--- src/rtl/joy_pkg.sv ---
// Shared types and pin/button maps for the joypad scanner.
// Holds the scan FSM states, NES bit order, Genesis pin order and the pad decoder.
`timescale 1ns/1ps
package joy_pkg;

    typedef enum logic [2:0] {
        S_IDLE,
        S_SEL_HI,
        S_SAMPLE_HI,
        S_SEL_LO,
        S_SAMPLE_LO,
        S_COMMIT
    } scan_state_t;

    // NES button byte order
    localparam int BTN_A      = 0;
    localparam int BTN_B      = 1;
    localparam int BTN_SELECT = 2;
    localparam int BTN_START  = 3;
    localparam int BTN_UP     = 4;
    localparam int BTN_DOWN   = 5;
    localparam int BTN_LEFT   = 6;
    localparam int BTN_RIGHT  = 7;

    // Genesis pins, select high
    localparam int GEN_UP    = 0;
    localparam int GEN_DOWN  = 1;
    localparam int GEN_LEFT  = 2;
    localparam int GEN_RIGHT = 3;
    localparam int GEN_B     = 4;
    localparam int GEN_C     = 5;
    // Genesis pins, select low
    localparam int GEN_DET0  = 2;
    localparam int GEN_DET1  = 3;
    localparam int GEN_A     = 4;
    localparam int GEN_START = 5;

    // Active-low pins to active-high NES byte; opposing directions cancel.
    function automatic logic [7:0] decode_pad(
        input logic [5:0] hi,
        input logic [5:2] lo
    );
        logic [7:0] c;
        c             = '0;
        c[BTN_A]      = ~hi[GEN_B];
        c[BTN_B]      = ~lo[GEN_A];
        c[BTN_SELECT] = ~hi[GEN_C];
        c[BTN_START]  = ~lo[GEN_START];
        c[BTN_UP]     = ~hi[GEN_UP];
        c[BTN_DOWN]   = ~hi[GEN_DOWN];
        c[BTN_LEFT]   = ~hi[GEN_LEFT];
        c[BTN_RIGHT]  = ~hi[GEN_RIGHT];
        if (c[BTN_UP] && c[BTN_DOWN]) begin
            c[BTN_UP]   = 1'b0;
            c[BTN_DOWN] = 1'b0;
        end
        if (c[BTN_LEFT] && c[BTN_RIGHT]) begin
            c[BTN_LEFT]  = 1'b0;
            c[BTN_RIGHT] = 1'b0;
        end
        return c;
    endfunction

endpackage

--- src/rtl/joy_pad_port.sv ---
// One joypad port: pin synchroniser, phase capture, decode, debounce, hold deferral.
// Ports: clk_i/rst_i, pins_i raw pins, strobes from the scan FSM, hold_i; state/present/done out.
`timescale 1ns/1ps
module joy_pad_port
    import joy_pkg::*;
(
    input  logic       clk_i,
    input  logic       rst_i,
    input  logic [5:0] pins_i,
    input  logic       hold_i,
    input  logic       sample_hi_i,
    input  logic       sample_lo_i,
    input  logic       commit_i,
    output logic [7:0] state_o,
    output logic       present_o,
    output logic       done_o
);

    logic [5:0] meta_q, sync_q, hi_q;
    logic [5:2] lo_q;
    logic [7:0] prev_q, state_q, pend_state_q;
    logic       present_q, pend_present_q, pend_q, done_q;

    logic       present_d;
    logic [7:0] cand_d, base_d, state_d;

    always_comb begin
        present_d = ~lo_q[GEN_DET0] & ~lo_q[GEN_DET1];
        cand_d    = present_d ? decode_pad(hi_q, lo_q) : 8'h00;
        // A value already waiting behind hold is the newest accepted state.
        base_d    = pend_q ? pend_state_q : state_q;
        state_d   = (cand_d == prev_q) ? cand_d : base_d;
    end

    always_ff @(posedge clk_i) begin
        if (rst_i) begin
            meta_q         <= '0;
            sync_q         <= '0;
            hi_q           <= '0;
            lo_q           <= '0;
            prev_q         <= '0;
            state_q        <= '0;
            pend_state_q   <= '0;
            present_q      <= 1'b0;
            pend_present_q <= 1'b0;
            pend_q         <= 1'b0;
            done_q         <= 1'b0;
        end else begin
            meta_q <= pins_i;
            sync_q <= meta_q;
            done_q <= 1'b0;
            if (sample_hi_i) hi_q <= sync_q;
            if (sample_lo_i) lo_q <= sync_q[5:2];
            if (commit_i) begin
                prev_q <= cand_d;
                if (hold_i) begin
                    pend_q         <= 1'b1;
                    pend_state_q   <= state_d;
                    pend_present_q <= present_d;
                end else begin
                    state_q   <= state_d;
                    present_q <= present_d;
                    pend_q    <= 1'b0;
                    done_q    <= 1'b1;
                end
            end else if (pend_q && !hold_i) begin
                state_q   <= pend_state_q;
                present_q <= pend_present_q;
                pend_q    <= 1'b0;
                done_q    <= 1'b1;
            end
        end
    end

    assign state_o   = state_q;
    assign present_o = present_q;
    assign done_o    = done_q;

endmodule

--- src/rtl/joy_pad_scanner.sv ---
// Joypad scan sequencer: shared select FSM and counters driving two pad ports.
// Ports: I_clock, I_reset, I_GPIO_state, I_hold in; O_joy_select, O_pad_state, O_pad_present, O_scan_done out.
`timescale 1ns/1ps
module joy_pad_scanner
    import joy_pkg::*;
#(
    parameter int SETTLE_CYCLES = 64,
    parameter int SCAN_PERIOD   = 16384
) (
    input  logic            I_clock,
    input  logic            I_reset,
    input  logic [1:0][5:0] I_GPIO_state,
    input  logic            I_hold,
    output logic [1:0]      O_joy_select,
    output logic [1:0][7:0] O_pad_state,
    output logic [1:0]      O_pad_present,
    output logic            O_scan_done
);

    localparam int PW = $clog2(SCAN_PERIOD);
    localparam int SW = $clog2(SETTLE_CYCLES + 1);

    scan_state_t state_q, state_d;
    logic [PW-1:0] per_q, per_d;
    logic [SW-1:0] cnt_q, cnt_d;
    logic per_wrap, settled;
    logic sel, smp_hi, smp_lo, commit;
    logic [1:0] done;

    assign per_wrap = (per_q == PW'(SCAN_PERIOD - 1));
    assign settled  = (cnt_q == SW'(SETTLE_CYCLES - 1));
    assign per_d    = per_wrap ? '0 : per_q + 1'b1;

    always_comb begin
        state_d = state_q;
        cnt_d   = '0;
        sel     = 1'b1;
        smp_hi  = 1'b0;
        smp_lo  = 1'b0;
        commit  = 1'b0;
        unique case (state_q)
            S_IDLE: begin
                if (per_wrap) state_d = S_SEL_HI;
            end
            S_SEL_HI: begin
                if (settled) state_d = S_SAMPLE_HI;
                else         cnt_d   = cnt_q + 1'b1;
            end
            S_SAMPLE_HI: begin
                smp_hi  = 1'b1;
                state_d = S_SEL_LO;
            end
            S_SEL_LO: begin
                sel = 1'b0;
                if (settled) state_d = S_SAMPLE_LO;
                else         cnt_d   = cnt_q + 1'b1;
            end
            S_SAMPLE_LO: begin
                sel     = 1'b0;
                smp_lo  = 1'b1;
                state_d = S_COMMIT;
            end
            S_COMMIT: begin
                commit  = 1'b1;
                state_d = S_IDLE;
            end
            default: state_d = S_IDLE;
        endcase
    end

    always_ff @(posedge I_clock) begin
        if (I_reset) begin
            state_q <= S_IDLE;
            per_q   <= '0;
            cnt_q   <= '0;
        end else begin
            state_q <= state_d;
            per_q   <= per_d;
            cnt_q   <= cnt_d;
        end
    end

    for (genvar g = 0; g < 2; g++) begin : g_port
        joy_pad_port u_port (
            .clk_i       (I_clock),
            .rst_i       (I_reset),
            .pins_i      (I_GPIO_state[g]),
            .hold_i      (I_hold),
            .sample_hi_i (smp_hi),
            .sample_lo_i (smp_lo),
            .commit_i    (commit),
            .state_o     (O_pad_state[g]),
            .present_o   (O_pad_present[g]),
            .done_o      (done[g])
        );
    end

    assign O_joy_select = {sel, sel};
    assign O_scan_done  = |done;

endmodule
--- config.mk ---
export PLATFORM = sky130hd
export DESIGN_NAME = joy_pad_scanner
export DESIGN_NICKNAME = d
export VERILOG_FILES = /design/src/rtl/joy_pkg.sv /design/src/rtl/joy_pad_port.sv /design/src/rtl/joy_pad_scanner.sv
export SDC_FILE = /design/constraint.sdc
export NUM_CORES = 1
export LEC_CHECK = 0
export CAP_MARGIN = 20
export CORE_ASPECT_RATIO = 2
export CORE_MARGIN = 2
export CORE_UTILIZATION = 45
export CTS_BUF_LIST = sky130_fd_sc_hd__clkbuf_16
export DETAILED_ROUTE_END_ITERATION = 10
export GPL_TIMING_DRIVEN = 0
export PLACE_DENSITY = 0.64
export RECOVER_POWER = 25
export SLEW_MARGIN = 20
export SYNTH_ARGS = -nofsm -noshare
export SYNTH_HDL_FRONTEND = slang
export SYNTH_HIERARCHICAL = 1
export SYNTH_SLANG_ARGS = --single-unit
--- constraint.sdc ---
create_clock -name I_clock -period 6.1 [get_ports I_clock]
set_clock_uncertainty 0.2 [all_clocks]
set_input_delay 0.61 -clock I_clock [delete_from_list [all_inputs] [get_ports I_clock]]
set_output_delay 0.61 -clock I_clock [all_outputs]
set_load 0.005 [all_outputs]
==> reports/qor.csv, run 1 <==
metric,value,unit
vias in the first global route,4815,
pre-CTS setup slack,3.15,ns
Antenna diodes,0,
total of warnings raised by yosys,6,
first-pass GRT wire length,23400,um
post-cts sizing count,0,
outcome,"complete, no violations",
post-route minimum period,2.82,ns
Worst setup SP type,flip-flop,
CP peak stage delay,0.45,ns
H-tree levels,4,
maximum fanout along the worst path,7,
Final WS setup,3.28,ns
total wire length,14500,um
syn_nets,673,
vias per inst,5.62,
#FFs+latches synth,124,
RR Endpoint,g_port[1].u_port/state_o[3],
DR vias,4901,
Yosys top cell area share,42.5,%
Hold EP,g_port[1].u_port/sync_q[5],
ANT nets after route,0,
most common cell in the netlist,dfxtp_1,
hold crit path type,reg -> reg,
r2r worst-path depth,6,
gr ovfl total,0,
core area,12600,um^2
Final Power,1880,uW
post-synthesis instance area,5850,um^2
crit-path cells,nor3b_1 -> a21oi_1 -> buf_4 -> clkdlybuf4s50_1,
Max clock buf depth,2,
Relative slew margins,28.9,%
Reg2Reg Launch Point,state_q[0],
Iter 0 DRT Violations,181,
DP Wirelength,10700,um
busiest grt layer,met2,
die height,165,um
crit path max-delay cell type,clkdlybuf4s50_1,
fmax,0.355,GHz
IO Port Bufs,34,
Synth area leaders,"dfxtp_1, nor2_1, mux2i_1, nand2_1, nor2b_1",
"EDFF count, synth",0,
share of layout cells above drive strength 1,10.7,%
largest net degree at the start of global routing,17,
count of final setup violators,0,
IO Pins,36,
CP arrival,2.01,ns
sequential fraction of the synthesis area,42.5,%
Worst-Margin Slew,1.05,ns
wire per inst,16.6,um
clock-pin slew on the worst setup and hold paths,0.06,ns
hold path depth,1,
Power Dens Cells,272,nW/um^2
R2R setup slack,3.51,ns
nets@finish,726,
WP data required,5.29,ns
"Non-Filler Cell Area, Final",6920,um^2
count of final max-slew check failures,0,
initial antenna violation count,0,
CP Capture Type,output port,
final hold vios,0,
Crit Path Class,reg -> out,
CTS tree,done,
Max Cap Violations,0,
setup TNS,0,ns
Yosys top cell by area,dfxtp_1,
Total GRT Usage,21.2,%
Post-Syn Instances,656,
M3 GR Usage,4.13,%
met2 usage,41.9,%
CTS Buf Count,17,
Synth async-reset ratio,0,%
Final period util,46.2,%
Main synth FF type,dfxtp_1,
HP Start,g_port[1].u_port/meta_q[5],
drt pass-1 iters,4,
residual DRC count,0,
Finished Core Util,54.8,%
"Clk Latency, worst-skew pair",0.41,ns
global placer's final weighted congestion,0.884,
die width,84.6,um
TritonCTS Sinks,124,
most frequent cells after synthesis,"dfxtp_1, nor2_1, nand2_1",
count of different cell masters after synthesis,57,
Lkg Pwr,0.00248,uW
P&R area growth vs syn,18.4,%
peak supply drop,0.175,mV
die area,14000,um^2
postcts setup bufs,0,
CTS root buf,clkbuf_16,
hold-fix buffers at CTS,0,
met1 global-route usage,20.2,%
post-place instance area,6370,um^2
Rows,58,
Syn Area/Cell,8.91,um^2
setup repair after global routing missed its margin,false,
starting density of the core,46.3,%
-- layout by cell type (no fill, tap or decap), types with 12 or more instances in the layout --
| cell type | instances |
|---|---|
| a21oi_1 | 32 |
| a221o_1 | 12 |
| buf_4 | 13 |
| clkbuf_1 | 18 |
| clkbuf_16 | 17 |
| clkdlybuf4s50_1 | 33 |
| dfxtp_1 | 124 |
| mux2_2 | 14 |
| mux2i_1 | 40 |
| nand2_1 | 52 |
| nor2_1 | 118 |
| nor2b_1 | 30 |
| nor3_1 | 18 |
| nor3b_1 | 15 |
| o21ai_0 | 16 |
| xnor2_1 | 16 |
-- registers in the layout, indices dropped and copies added, names as in the netlist, 3 cells and up --
signal,count
g_port.u_port/pend_state_q,16
g_port.u_port/prev_q,16
g_port.u_port/state_o,16
per_q,14
g_port.u_port/hi_q,12
g_port.u_port/meta_q,12
g_port.u_port/sync_q,12
g_port.u_port/lo_q,8
cnt_q,7
state_q,3
-- metrics by stage --
stage               hold WS (ns)  instances
floorplan                  0.213        656
global placement           0.222        840
detailed placement         0.228        840
CTS                        0.242        872
global route               0.253        872
finish                     0.238        872
-- report_power, final --
group,leakage (uW),switching [uW],internal [uW]
clock network,0.000294,398,617
registers,0.00100,5.02,819
logic,0.00118,23.5,17.2
total,0.00248,427,1450
-- how the worst max path moves through the flow --
stage,from,end,cells past startpoint
finish,state_q[2],O_joy_select[1],4
global placement,I_hold,g_port[0].u_port/state_o[3],6
floorplan,g_port[0].u_port/hi_q[5],g_port[0].u_port/state_o[0],6
CTS,state_q[2],O_joy_select[1],4
global route,state_q[2],O_joy_select[1],4
detailed placement,I_hold,g_port[1].u_port/state_o[3],6
-- cell families (layout without fill, tap and decap cells) --
| group | Yosys count | after routing | share of synthesized area, % |
|---|---|---|---|
| XOR/XNOR | 24 | 24 | 3.60 |
| flip-flops | 124 | 124 | 42.5 |
| buffers and inverters | 50 | 116 | 4.73 |
| AND/OR/NAND/NOR | 287 | 287 | 25.2 |
| adder cells (fa/ha/maj) | 2 | 2 | 0.428 |
| multiplexers | 54 | 54 | 9.55 |
| AO/OA/AOI/OAI | 115 | 115 | 14.0 |
-- layer usage --
layer  part of all wire [%]  up-vias
met5                      0        -
met4                    2.4        0
met2                     57      108
met1                     37     2355
li1                       -     2415
met3                    3.3       23
-- critical path, delay by kind of cell (launching register included) --
family | cells | cell delay (ns)
buf+inv | 2 | 0.61
simple gates | 1 | 0.43
compound gates | 1 | 0.14
flops | 1 | 0.43
-- layout make-up --
type | count | area, um^2
plain buffers | 42 | 231
clock buffers | 17 | 425
clock inverters | 15 | 178
fillers | 1158 | 5700
inverters | 8 | 30.0
multi-input cells | 482 | 3050
flip-flops and latches | 124 | 2480
well taps | 150 | 188
repair buffers | 34 | 340
Power figures use the tool's default switching activity.
==> inputs of run 2 (changes only) <==
==> constraint.sdc (replaced) <==
create_clock -name I_clock -period 2.7 [get_ports I_clock]
set_clock_uncertainty 0.2 [all_clocks]
set_input_delay 0.27 -clock I_clock [delete_from_list [all_inputs] [get_ports I_clock]]
set_output_delay 0.27 -clock I_clock [all_outputs]
set_load 0.005 [all_outputs]
==> run 2 against run 1 <==
  * Combinational power is 130% higher
  * Largest cell class unchanged
  * Hold slack worse by 0.20 ns
  * Sequential share of layout area is 0.12 points lower
  * Largest power group unchanged
  * Critical path type is now reg -> reg
  * Utilization is 0.18 points higher
  * Count of clock-buffer cells in the layout stayed put
==> reports/qor.csv, run 2 (synthesized netlist as in run 1, its figures left out) <==
metric,value,unit
total wire length,14500,um
vias per inst,5.63,
CTS Buf Count,17,
CTS root buf,clkbuf_16,
count of final max-slew check failures,0,
Final period util,92.9,%
nets@finish,726,
most common library cell in the layout ignoring fill and taps,dfxtp_1,
starting density of the core,46.3,%
die height,165,um
count of final setup violators,0,
outcome,"complete, no violations",
setup TNS,0,ns
vias in the first global route,4815,
first-pass GRT wire length,23400,um
critical path startpoint,g_port[1].u_port/hi_q[5],
fillers,1154,
multi-input logic area,3060,um^2
largest net degree at the start of global routing,17,
Worst setup SP type,flip-flop,
CP Capture Type,flip-flop,
hold-fix buffers at CTS,0,
share of layout cells above drive strength 1,11.2,%
R2R setup slack,0.19,ns
HP Start,I_reset,
DP Wirelength,10700,um
WP buf/inv,1,
TritonCTS Sinks,124,
maximum fanout along the worst path,10,
Hold Slack,0.0403,ns
residual DRC count,0,
Worst-Margin Slew,1.05,ns
die area,14000,um^2
Max Cap Violations,0,
IO Port Bufs,34,
final hold vios,0,
most frequent cells in the layout,"dfxtp_1, nor2_1, nand2_1",
Crit Path Class,reg -> reg,
H-tree levels,4,
CTS tree,done,
Relative slew margins,28.9,%
wire per inst,16.6,um
crit-path cells,nand2_1 -> a211o_1 -> a222oi_1 -> buf_4 -> a21oi_1 -> a311o_1,
fmax,0.399,GHz
Power Dens Cells,612,nW/um^2
crit path max-delay cell type,a222oi_1,
Lkg Pwr,0.00249,uW
setup repair after global routing missed its margin,false,
CP arrival,2.60,ns
Sequential Area,2480,um^2
clock-pin slew on the worst setup and hold paths,0.06,ns
core area,12600,um^2
Max clock buf depth,2,
Rows,58,
IO Pins,36,
"Clk Latency, worst-skew pair",0.41,ns
hold crit path type,in -> reg,
CP peak stage delay,0.68,ns
P&R area growth vs syn,18.8,%
WP data required,2.79,ns
die width,84.6,um
DR vias,4909,
drt pass-1 iters,4,
global placer's final weighted congestion,0.884,
crit-path leading delay family,compound AO/OA/AOI/OAI gates,
Iter 0 DRT Violations,222,
Total GRT Usage,21.2,%
post-route minimum period,2.51,ns
initial antenna violation count,0,
Antenna diodes,0,
gr ovfl total,0,
Finished Core Util,55.0,%
ANT nets after route,0,
Reg2Reg Launch Point,g_port[1].u_port/hi_q[5],
peak supply drop,0.396,mV
[run 2: cell types whose count changed in the layout (fill, tap and decap cells not counted)]
cell      before  now
nor3b_1       15   13
nor3b_2        0    2
buf_6          3    4
clkbuf_1      18   17
nor3_1        18   17
nor3_2         0    1
or2_0          0    1
or2_1          6    5
[run 2: metrics by stage]
step | area, um^2 | power [uW] | worst slack [ns] | cells
CTS | 6980 | 4300 | 0.0974 | 872
detailed placement | 6370 | 2000 | 0.0945 | 840
global placement | 6370 | 2000 | 0.0980 | 840
global route | 6950 | 4400 | 0.0152 | 872
floorplan | 5850 | 1950 | 0.654 | 656
finish | 6950 | 4250 | 0.191 | 872
[run 2: worst paths after layout]
path,to,depth (start not counted)
setup reg to reg,g_port[1].u_port/state_o[1],6
hold reg to reg,g_port[1].u_port/sync_q[5],1
hold / removal,per_q[4],2
setup / recovery,g_port[1].u_port/state_o[1],6
[run 2: layout make-up]
| cell class | count | area share (%) |
|---|---|---|
| Sequential cell | 124 | 35.7 |
| Inverter | 8 | 0.432 |
| Clock buffer | 17 | 6.13 |
| Tap cell | 150 | 2.70 |
| Timing Repair Buffer | 34 | 4.90 |
| Buffer | 42 | 3.44 |
| Multi-Input combinational cell | 482 | 44.1 |
| Clock inverter | 15 | 2.56 |
[run 2: metal layers]
layer	wire [um]	global-route usage (%)	part of all wire, %
met1	5350	20.2	37
met2	8240	41.9	57
met3	517	4.13	3.6
met4	362	10.2	2.5
met5	0	0	0
[run 2: repair_timing]
item / in CTS / in global routing
resized for setup: 0 / 2
setup endpoints to repair: 0 / 7
buffers inserted: 0 / 0
[run 2: where the power goes]
part           total (uW)  internal (uW)  switching [uW]
registers            1860           1850            11.3
logic                94.0           40.2            53.8
clock network        2300           1390             902
==> inputs of run 3 (changes only) <==
--- a/config.mk
+++ b/config.mk
@@ -7,7 +7,7 @@
 export LEC_CHECK = 0
 export CAP_MARGIN = 20
 export CORE_ASPECT_RATIO = 2
-export CORE_MARGIN = 2
+export CORE_MARGIN = 10
 export CORE_UTILIZATION = 45
 export CTS_BUF_LIST = sky130_fd_sc_hd__clkbuf_16
 export DETAILED_ROUTE_END_ITERATION = 10
==> run 3 against run 2 <==
  * Highest routed layer unchanged
  * Largest cell class unchanged
  * Critical endpoint is now g_port[1].u_port/state_o[0]
  * Non-clock buffer count stayed put
  * Setup slack worse by 0.016 ns
  * Cell area hardly changed
==> reports/qor.csv, run 3 (synthesized netlist as in run 1, its figures left out) <==
metric,value,unit
vias per inst,5.63,
share of layout cells above drive strength 1,10.9,%
maximum fanout along the worst path,10,
count of final max-slew check failures,0,
CTS root buf,clkbuf_16,
TritonCTS Sinks,124,
met1 global-route usage,15.8,%
CP arrival,2.62,ns
Total GRT Usage,16.6,%
post-route minimum period,2.53,ns
IO Port Bufs,34,
setup repair after global routing missed its margin,false,
WP buf/inv,1,
Antenna diodes,0,
WP data required,2.79,ns
Crit Path Class,reg -> reg,
drt pass-1 iters,5,
fmax,0.396,GHz
Reg2Reg Launch Point,g_port[1].u_port/hi_q[0],
Clk pwr share,53.9,%
crit-path leading delay family,compound AO/OA/AOI/OAI gates,
Final period util,93.5,%
combinational share of power,2.2,%
vias in the first global route,4989,
most frequent cells in the layout,"dfxtp_1, nor2_1, nand2_1",
R2R setup slack,0.17,ns
die height,181,um
switching pwr,908,uW
CTS tree,done,
final hold vios,0,
largest net degree at the start of global routing,17,
global placer's final weighted congestion,0.915,
Max Cap Violations,0,
internal power,3340,uW
sequential power share,43.9,%
CP Capture Type,flip-flop,
Worst-Margin Slew,0.989,ns
crit-path cells,nor4bb_1 -> o21ai_0 -> a222oi_1 -> buf_4 -> a21oi_1 -> a311o_1,
Lkg Pwr,0.00247,uW
P&R area growth vs syn,18.7,%
RR Endpoint,g_port[1].u_port/state_o[0],
DR vias,4906,
CTS Buf Count,17,
Max clock buf depth,2,
r2r worst-path depth,6,
Iter 0 DRT Violations,305,
M3 GR Usage,3.63,%
busiest grt layer,met2,
outcome,"complete, no violations",
H-tree levels,4,
hold path depth,2,
clock-pin slew on the worst setup and hold paths,0.06,ns
Relative slew margins,33.2,%
die area,18200,um^2
CP peak stage delay,0.67,ns
total wire length,14900,um
Power Dens Cells,612,nW/um^2
gr ovfl total,0,
ANT nets after route,0,
hold crit path type,in -> reg,
setup TNS,0,ns
starting density of the core,46.3,%
fillers,1168,
IO Pins,36,
die width,101,um
count of final setup violators,0,
HP Start,I_reset,
met2 usage,30.0,%
nets@finish,726,
"Clk Latency, worst-skew pair",0.41,ns
crit path max-delay cell type,a222oi_1,
Rows,58,
first-pass GRT wire length,24200,um
most common library cell in the layout ignoring fill and taps,dfxtp_1,
DP Wirelength,11000,um
Finished Core Util,55.0,%
initial antenna violation count,0,
core area,12600,um^2
Hold EP,per_q[12],
Final Power,4250,uW
Worst setup SP type,flip-flop,
peak supply drop,0.502,mV
wire per inst,17.1,um
residual DRC count,0,
sw frac,21.4,%
run 3: cell count changes in the layout (fill, tap and decap cells not counted):
cell,before,now
bufinv_16,2,3
clkdlybuf4s50_1,33,34
clkinv_1,0,1
clkinv_2,0,2
clkinv_4,4,2
clkinvlp_4,1,4
dlygate4sd3_1,1,0
inv_1,8,9
inv_6,6,2
inv_8,2,0
or2_0,1,0
or2_1,5,6
run 3: area by class of cell:
class | instances | area, um^2 | area share, %
Buffer | 42 | 239 | 3.44
Multi-Input combinational cell | 482 | 3060 | 44.1
Clock buffer | 17 | 425 | 6.13
Tap cell | 150 | 188 | 2.70
Clock inverter | 15 | 173 | 2.49
Inverter | 8 | 30.0 | 0.433
Timing Repair Buffer | 34 | 340 | 4.90
Sequential cell | 124 | 2480 | 35.8
run 3: per-stage QoR:
step | hold WS (ns) | cell area, um^2 | cells | worst slack (ns)
floorplan | 0.198 | 5850 | 656 | 0.654
global placement | 0.222 | 6370 | 840 | 0.120
detailed placement | 0.230 | 6370 | 840 | 0.0421
CTS | 0.0191 | 6970 | 872 | 0.153
global route | 0.0630 | 6940 | 872 | 0.0333
finish | 0.0272 | 6940 | 872 | 0.175
run 3: worst max path at each step:
| stage | cells after the start | end | slack, ns | from |
|---|---|---|---|---|
| floorplan | 6 | g_port[0].u_port/state_o[0] | 0.65 | g_port[0].u_port/hi_q[5] |
| global placement | 6 | g_port[0].u_port/state_o[3] | 0.12 | I_hold |
| detailed placement | 6 | g_port[0].u_port/state_o[1] | 0.04 | I_hold |
| CTS | 6 | g_port[0].u_port/state_o[1] | 0.15 | state_q[0] |
| global route | 6 | g_port[1].u_port/state_o[0] | 0.03 | g_port[1].u_port/hi_q[0] |
| finish | 6 | g_port[1].u_port/state_o[0] | 0.17 | g_port[1].u_port/hi_q[0] |
run 3: repair_timing:
action / 4_1_cts / 5_1_grt
endpoints found under the setup margin: 0 / 8
resized for setup: 0 / 2
hold buffers: 0 / 0
setup buffers: 0 / 0
run 3: worst reg2reg max path: stages (launching register included):
cell and delay (ns):
dfxtp_1 0.41, nor4bb_1 0.31, o21ai_0 0.13, a222oi_1 0.67, buf_4 0.30, a21oi_1 0.09, a311o_1 0.29
run 3: routing by layer:
layer	up-vias	routed length, um
met2	118	8260
met5	-	0
met3	35	527
li1	2409	-
met4	0	551
met1	2344	5540
run 3: power groups by stage:
stage	sequential [uW]	clock (uW)	combinational, uW
2_1_floorplan	1900	0	55.1
3_3_place_gp	1900	0	95.0
3_5_place_dp	1900	0	97.0
4_1_cts	1860	2350	97.2
5_1_grt	1860	2430	106
6_report	1860	2290	94.8
